==> config.mk <==
export PLATFORM = sky130hd
export DESIGN_NAME = psum_accumulator
export DESIGN_NICKNAME = d
export VERILOG_FILES = /design/src/rtl/psum_accumulator.sv
export SDC_FILE = /design/constraint.sdc
export NUM_CORES = 2
export LEC_CHECK = 0
export BUFFER_PORTS_ARGS = -buffer_cell sky130_fd_sc_hd__buf_2
export CAP_MARGIN = 30
export CORE_AREA = 8 8 556 558
export CTS_CLUSTER_SIZE = 12
export DETAILED_ROUTE_END_ITERATION = 6
export DIE_AREA = 0 0 564 566
export PLACE_DENSITY_LB_ADDON = 0.05
export SLEW_MARGIN = 20
export SYNTH_ARGS = -nofsm -noshare
export SYNTH_HDL_FRONTEND = slang
export SYNTH_SLANG_ARGS = --single-unit
==> constraint.sdc <==
create_clock -name clk -period 5.7 [get_ports clk]
set_input_delay 0.285 -clock clk [delete_from_list [all_inputs] [get_ports clk]]
set_output_delay 0.285 -clock clk [all_outputs]
set_load 0.005 [all_outputs]
==> src/rtl/psum_accumulator.sv <==
// -----------------------------------------------------------------------------
// psum_accumulator
//
// Purpose:
//   This block sits below the systolic array and takes in the bottom-row
//   column partial sums. Each column word holds 4 signed lanes of COL_WIDTH
//   bits. The block adds a programmed number of K-tiles into per-lane signed
//   accumulators that are ACC_WIDTH bits wide. It then holds the finished
//   result for the output writer until that side accepts it over a
//   valid/ready handshake.
//
// Ports:
//   clk        - clock; all logic is on the rising edge
//   reset      - synchronous, active-high; forces IDLE from any state
//   start      - begins a new job; sampled only in IDLE
//   num_tiles  - number of tiles to accumulate; 0 is treated as 1
//   psum_valid - psums holds a valid tile result this cycle
//   psum_ready - high while the block accepts psums (ACCUM only)
//   psums      - column psums; lane l of column c is psums[c][l*COL_WIDTH +: COL_WIDTH]
//   out_valid  - out_data holds a completed result (DRAIN)
//   out_ready  - downstream accepts out_data
//   out_data   - accumulator contents, in the same column/lane order as psums
//   busy       - high whenever the block is not IDLE
//   overflow   - sticky per job; set if any lane addition overflowed
// -----------------------------------------------------------------------------
module psum_accumulator #(
    parameter int ARRAY_SIZE     = 8,
    parameter int LOG_ARRAY_SIZE = 3,
    parameter int COL_WIDTH      = 10 + LOG_ARRAY_SIZE,
    parameter int ACC_WIDTH      = 32   // must be >= COL_WIDTH + 8
) (
    input  logic                                         clk,
    input  logic                                         reset,
    input  logic                                         start,
    input  logic [7:0]                                   num_tiles,
    input  logic                                         psum_valid,
    output logic                                         psum_ready,
    input  logic [ARRAY_SIZE-1:0][4*COL_WIDTH-1:0]       psums,
    output logic                                         out_valid,
    input  logic                                         out_ready,
    output logic [ARRAY_SIZE-1:0][3:0][ACC_WIDTH-1:0]    out_data,
    output logic                                         busy,
    output logic                                         overflow
);

    typedef enum logic [1:0] {
        IDLE  = 2'd0,
        ACCUM = 2'd1,
        DRAIN = 2'd2
    } state_t;

    state_t                                       state_q, state_d;
    logic [ARRAY_SIZE-1:0][3:0][ACC_WIDTH-1:0]    acc_q, acc_d;
    logic [7:0]                                   cnt_q, cnt_d;
    logic [7:0]                                   target_q, target_d;
    logic                                         ovf_q, ovf_d;

    // Per-lane candidate sums and overflow flags. Every lane is computed in
    // every cycle. The control logic decides whether the sums get committed.
    logic [ARRAY_SIZE-1:0][3:0][ACC_WIDTH-1:0]    lane_sum;
    logic [ARRAY_SIZE-1:0][3:0]                   lane_ovf;

    genvar gi, gl;
    generate
        for (gi = 0; gi < ARRAY_SIZE; gi++) begin : g_col
            for (gl = 0; gl < 4; gl++) begin : g_lane
                logic [COL_WIDTH-1:0] lane_in;
                logic [ACC_WIDTH-1:0] lane_ext;

                assign lane_in  = psums[gi][gl*COL_WIDTH +: COL_WIDTH];
                assign lane_ext = {{(ACC_WIDTH-COL_WIDTH){lane_in[COL_WIDTH-1]}}, lane_in};
                assign lane_sum[gi][gl] = acc_q[gi][gl] + lane_ext;

                // Signed overflow: both addends have the same sign, but the
                // wrapped sum has the opposite sign.
                assign lane_ovf[gi][gl] =
                    (acc_q[gi][gl][ACC_WIDTH-1] == lane_ext[ACC_WIDTH-1]) &&
                    (lane_sum[gi][gl][ACC_WIDTH-1] != acc_q[gi][gl][ACC_WIDTH-1]);
            end
        end
    endgenerate

    always_comb begin
        state_d  = state_q;
        acc_d    = acc_q;
        cnt_d    = cnt_q;
        target_d = target_q;
        ovf_d    = ovf_q;

        case (state_q)
            IDLE: begin
                if (start) begin
                    target_d = (num_tiles == 8'd0) ? 8'd1 : num_tiles;
                    acc_d    = '0;
                    cnt_d    = 8'd0;
                    ovf_d    = 1'b0;
                    state_d  = ACCUM;
                end
            end
            ACCUM: begin
                // psum_ready is high for the whole of ACCUM, so psum_valid
                // alone signals a transfer.
                if (psum_valid) begin
                    acc_d = lane_sum;
                    cnt_d = cnt_q + 8'd1;
                    ovf_d = ovf_q | (|lane_ovf);
                    if ((cnt_q + 8'd1) == target_q) begin
                        state_d = DRAIN;
                    end
                end
            end
            DRAIN: begin
                if (out_ready) begin
                    state_d = IDLE;
                end
            end
            default: begin
                state_d = IDLE;
            end
        endcase
    end

    always_ff @(posedge clk) begin
        if (reset) begin
            state_q  <= IDLE;
            acc_q    <= '0;
            cnt_q    <= 8'd0;
            target_q <= 8'd1;
            ovf_q    <= 1'b0;
        end else begin
            state_q  <= state_d;
            acc_q    <= acc_d;
            cnt_q    <= cnt_d;
            target_q <= target_d;
            ovf_q    <= ovf_d;
        end
    end

    // All outputs are decoded from registered state, so none of them has a
    // combinational path from an input.
    assign psum_ready = (state_q == ACCUM);
    assign out_valid  = (state_q == DRAIN);
    assign busy       = (state_q != IDLE);
    assign out_data   = acc_q;
    assign overflow   = ovf_q;

endmodule

==> metrics <==
synth cell count leaders=nor2_1, dfxtp_1, ha_1; first-pass GRT wire length=564000 um; gr usage total=23.2%; Final setup viols=0; clk_lat worst skew=840 ps; Logic pwr share=24.3%; post-CTS setup repair buffer count=0; Clock Tree Buf Depth=4; total CTS buffers=158; Clock Skew=43.4 ps; sequential area share after synthesis=25.8%; Syn Nets=11700; Initial Util=26.9%; drt pass-1 iters=5; setup ws final=927 ps; vias in the first global route=80800; Multi-input gate area=57700 um^2; Yosys warning total=0; synth unique cells=102; Top FF cell, synth=dfxtp_1; Switching Share=33.1%; Final Util=33.6%; grt total ovfl=0; area grow syn2layout=24.7%; Core ar.=301000 um^2; crit path time final=4770 ps; initial drt markers=4652; drt wl/cell=24.5 um; CP Launch Type=register; Max Freq=210 MHz; fill count=32100; top cells by area, synth=dfxtp_1, ha_1, nor2_1; Detailed Place HPWL=307000 um; pre-CTS setup slack=382 ps; Max-cap violations=0; DRC=0; CTS sink cnt=1043; pin count of the biggest net entering global routing=147; Net Sw Power=7910 uW; Cell Pwr Density=237 nW/um^2; class of the worst hold path=in -> reg; Post-Syn Area=81000 um^2; leakage=0.0481 uW; Detail Route Antenna Nets=0; die height=566 um; IO Pins=1457; Slew HR=25.9%; Post-synth ARST share=0%; #FFs+latches synth=1043; Critical Path RT=6380 ps; initial antenna violation count=52; row cnt=202; Root Buffer=clkbuf_16; status=finished clean; final worst path period share=83.7%; Avg Cell Area, Syn=7.92 um^2; signal arrival time at the worst endpoint=5450 ps; Max Slew Vio Count=0; Setup TNS=0 ps; top-area cell type share of the netlist area=25.8%; die area=319000 um^2; RSZ-0062 raised after global routing=no; Worst setup EP type=register; Flop pwr share=33.1%; Clock Power Share=42.5%; area leader, netlist=dfxtp_1; maximum vdd drop=0.237 mV; count of final hold-check violations=0; Seq. cell area=20900 um^2; drt via density=5.18; Cells after DPL=15400; H-tree levels=4; cell-internal power=16000 uW; Post-synth EDFFs=0; CTS tree=done; ratio of cells with drive above 1 in the final layout=15.8%; Setup Crit Path Kind=reg -> reg; cell with the most instances after synthesis=nor2_1; width of the die=564 um; IO Port Bufs=1456; Tightest Pin Transition=1110 ps; final-stage net count=13300; final wirelength=391000 um; non-filler cells, final=16000; GPL Wtd Cong=0.888; via count=82800; Synth Instances=10200; clock slew at reported path FFs=60 ps; Max FO, Critical Path=3
## sequential cells by signal (all words and copies together) (netlist names)
register	flops
out_data	1024
overflow	1
state_q	2
cnt_q	8
target_q	8
## timing repair
action | in CTS | in global routing
hold endpoints to repair | 315 | 0
resized for setup | 0 | 0
hold buffers | 286 | 0
## per-layer routing
layer	GRT usage, %	vias up	share of wire [%]
met5	0	-	0.052
met4	6.62	34	3.3
met3	6.59	442	7.6
met2	39.6	1875	46
met1	28.4	39600	43
li1	-	40900	-
## final cells by class
type	count	area share, %
repair buffers	1829	10.9
clock inverters	34	0.415
well taps	3978	4.93
clock buffers	243	4.73
flip-flops and latches	1043	20.7
inverters	302	1.12
diodes	24	0.0595
multi-input cells	8528	57.2
## final timing paths
check	end	slack (ps)	from	cells past startpoint
setup / recovery	out_data[894]$_SDFFE_PP0P_	930	out_data[864]$_SDFFE_PP0P_	16
hold / removal	out_data[651]$_SDFFE_PP0P_	70	psums[271]	5
setup reg to reg	out_data[894]$_SDFFE_PP0P_	930	out_data[864]$_SDFFE_PP0P_	16
hold reg to reg	out_data[670]$_SDFFE_PP0P_	460	out_data[670]$_SDFFE_PP0P_	2
## layout by cell type, fill, tap and decap left out, types with 78 or more instances in the layout
master	synthesis	layout
buf_2	1	1457
nor2_1	1175	1172
dfxtp_1	1043	1043
ha_1	993	993
a21oi_1	878	878
nand2_1	813	811
o21ai_0	742	741
a22oi_1	481	481
xnor2_1	440	440
a21o_1	409	409
xor2_1	330	330
inv_1	302	301
dlygate4sd3_1	0	286
nand3_1	183	183
nor2b_1	175	175
nor3_1	174	174
clkbuf_16	0	164
o21a_1	143	143
nand2b_1	141	140
o21bai_1	122	122
or3_1	104	104
a31oi_1	80	80
nand4_1	78	78
o21ai_1	77	78
## logic make-up after synthesis
group / Yosys count / synth area share, %
mux: 12 / 0.148
flops: 1043 / 25.8
xor+xnor: 770 / 8.33
simple gates: 3174 / 18.1
buf+inv: 656 / 3.04
compound gates: 3547 / 28.5
fa+ha+maj: 1025 / 16.1
## critical path, cell delays in order (launching register included)
cell      delay [ps]
dfxtp_1          490
ha_1             340
inv_1             90
fa_1             380
nor2b_1          170
o21ai_1          110
a21boi_0         310
o21ai_1          160
a211oi_1         660
nor3_1           250
o31a_1           380
nor2b_1          410
or4b_2           210
a31oi_1          150
o21ai_0          290
xnor2_1          150
o21ai_0           80
## power groups by stage
stage | Combinational, uW | Clock, uW | Sequential (uW)
after CTS | 5880 | 10600 | 7910
after global routing | 6430 | 10800 | 7950
after detailed placement | 5670 | 0 | 8070
final | 5810 | 10200 | 7910
after floorplan | 3530 | 0 | 8020
after global placement | 5660 | 0 | 8050
## metrics by stage
step                      hold WS (ps)  cell area (um^2)  total power [uW]
final                             72.2            101000             23900
after global routing              39.0            101000             25200
after CTS                        0.165            101000             24400
after detailed placement           459             92800             13700
after global placement             456             92800             13700
after floorplan                    421             81000             11500
(Power assumes the default switching activity.)
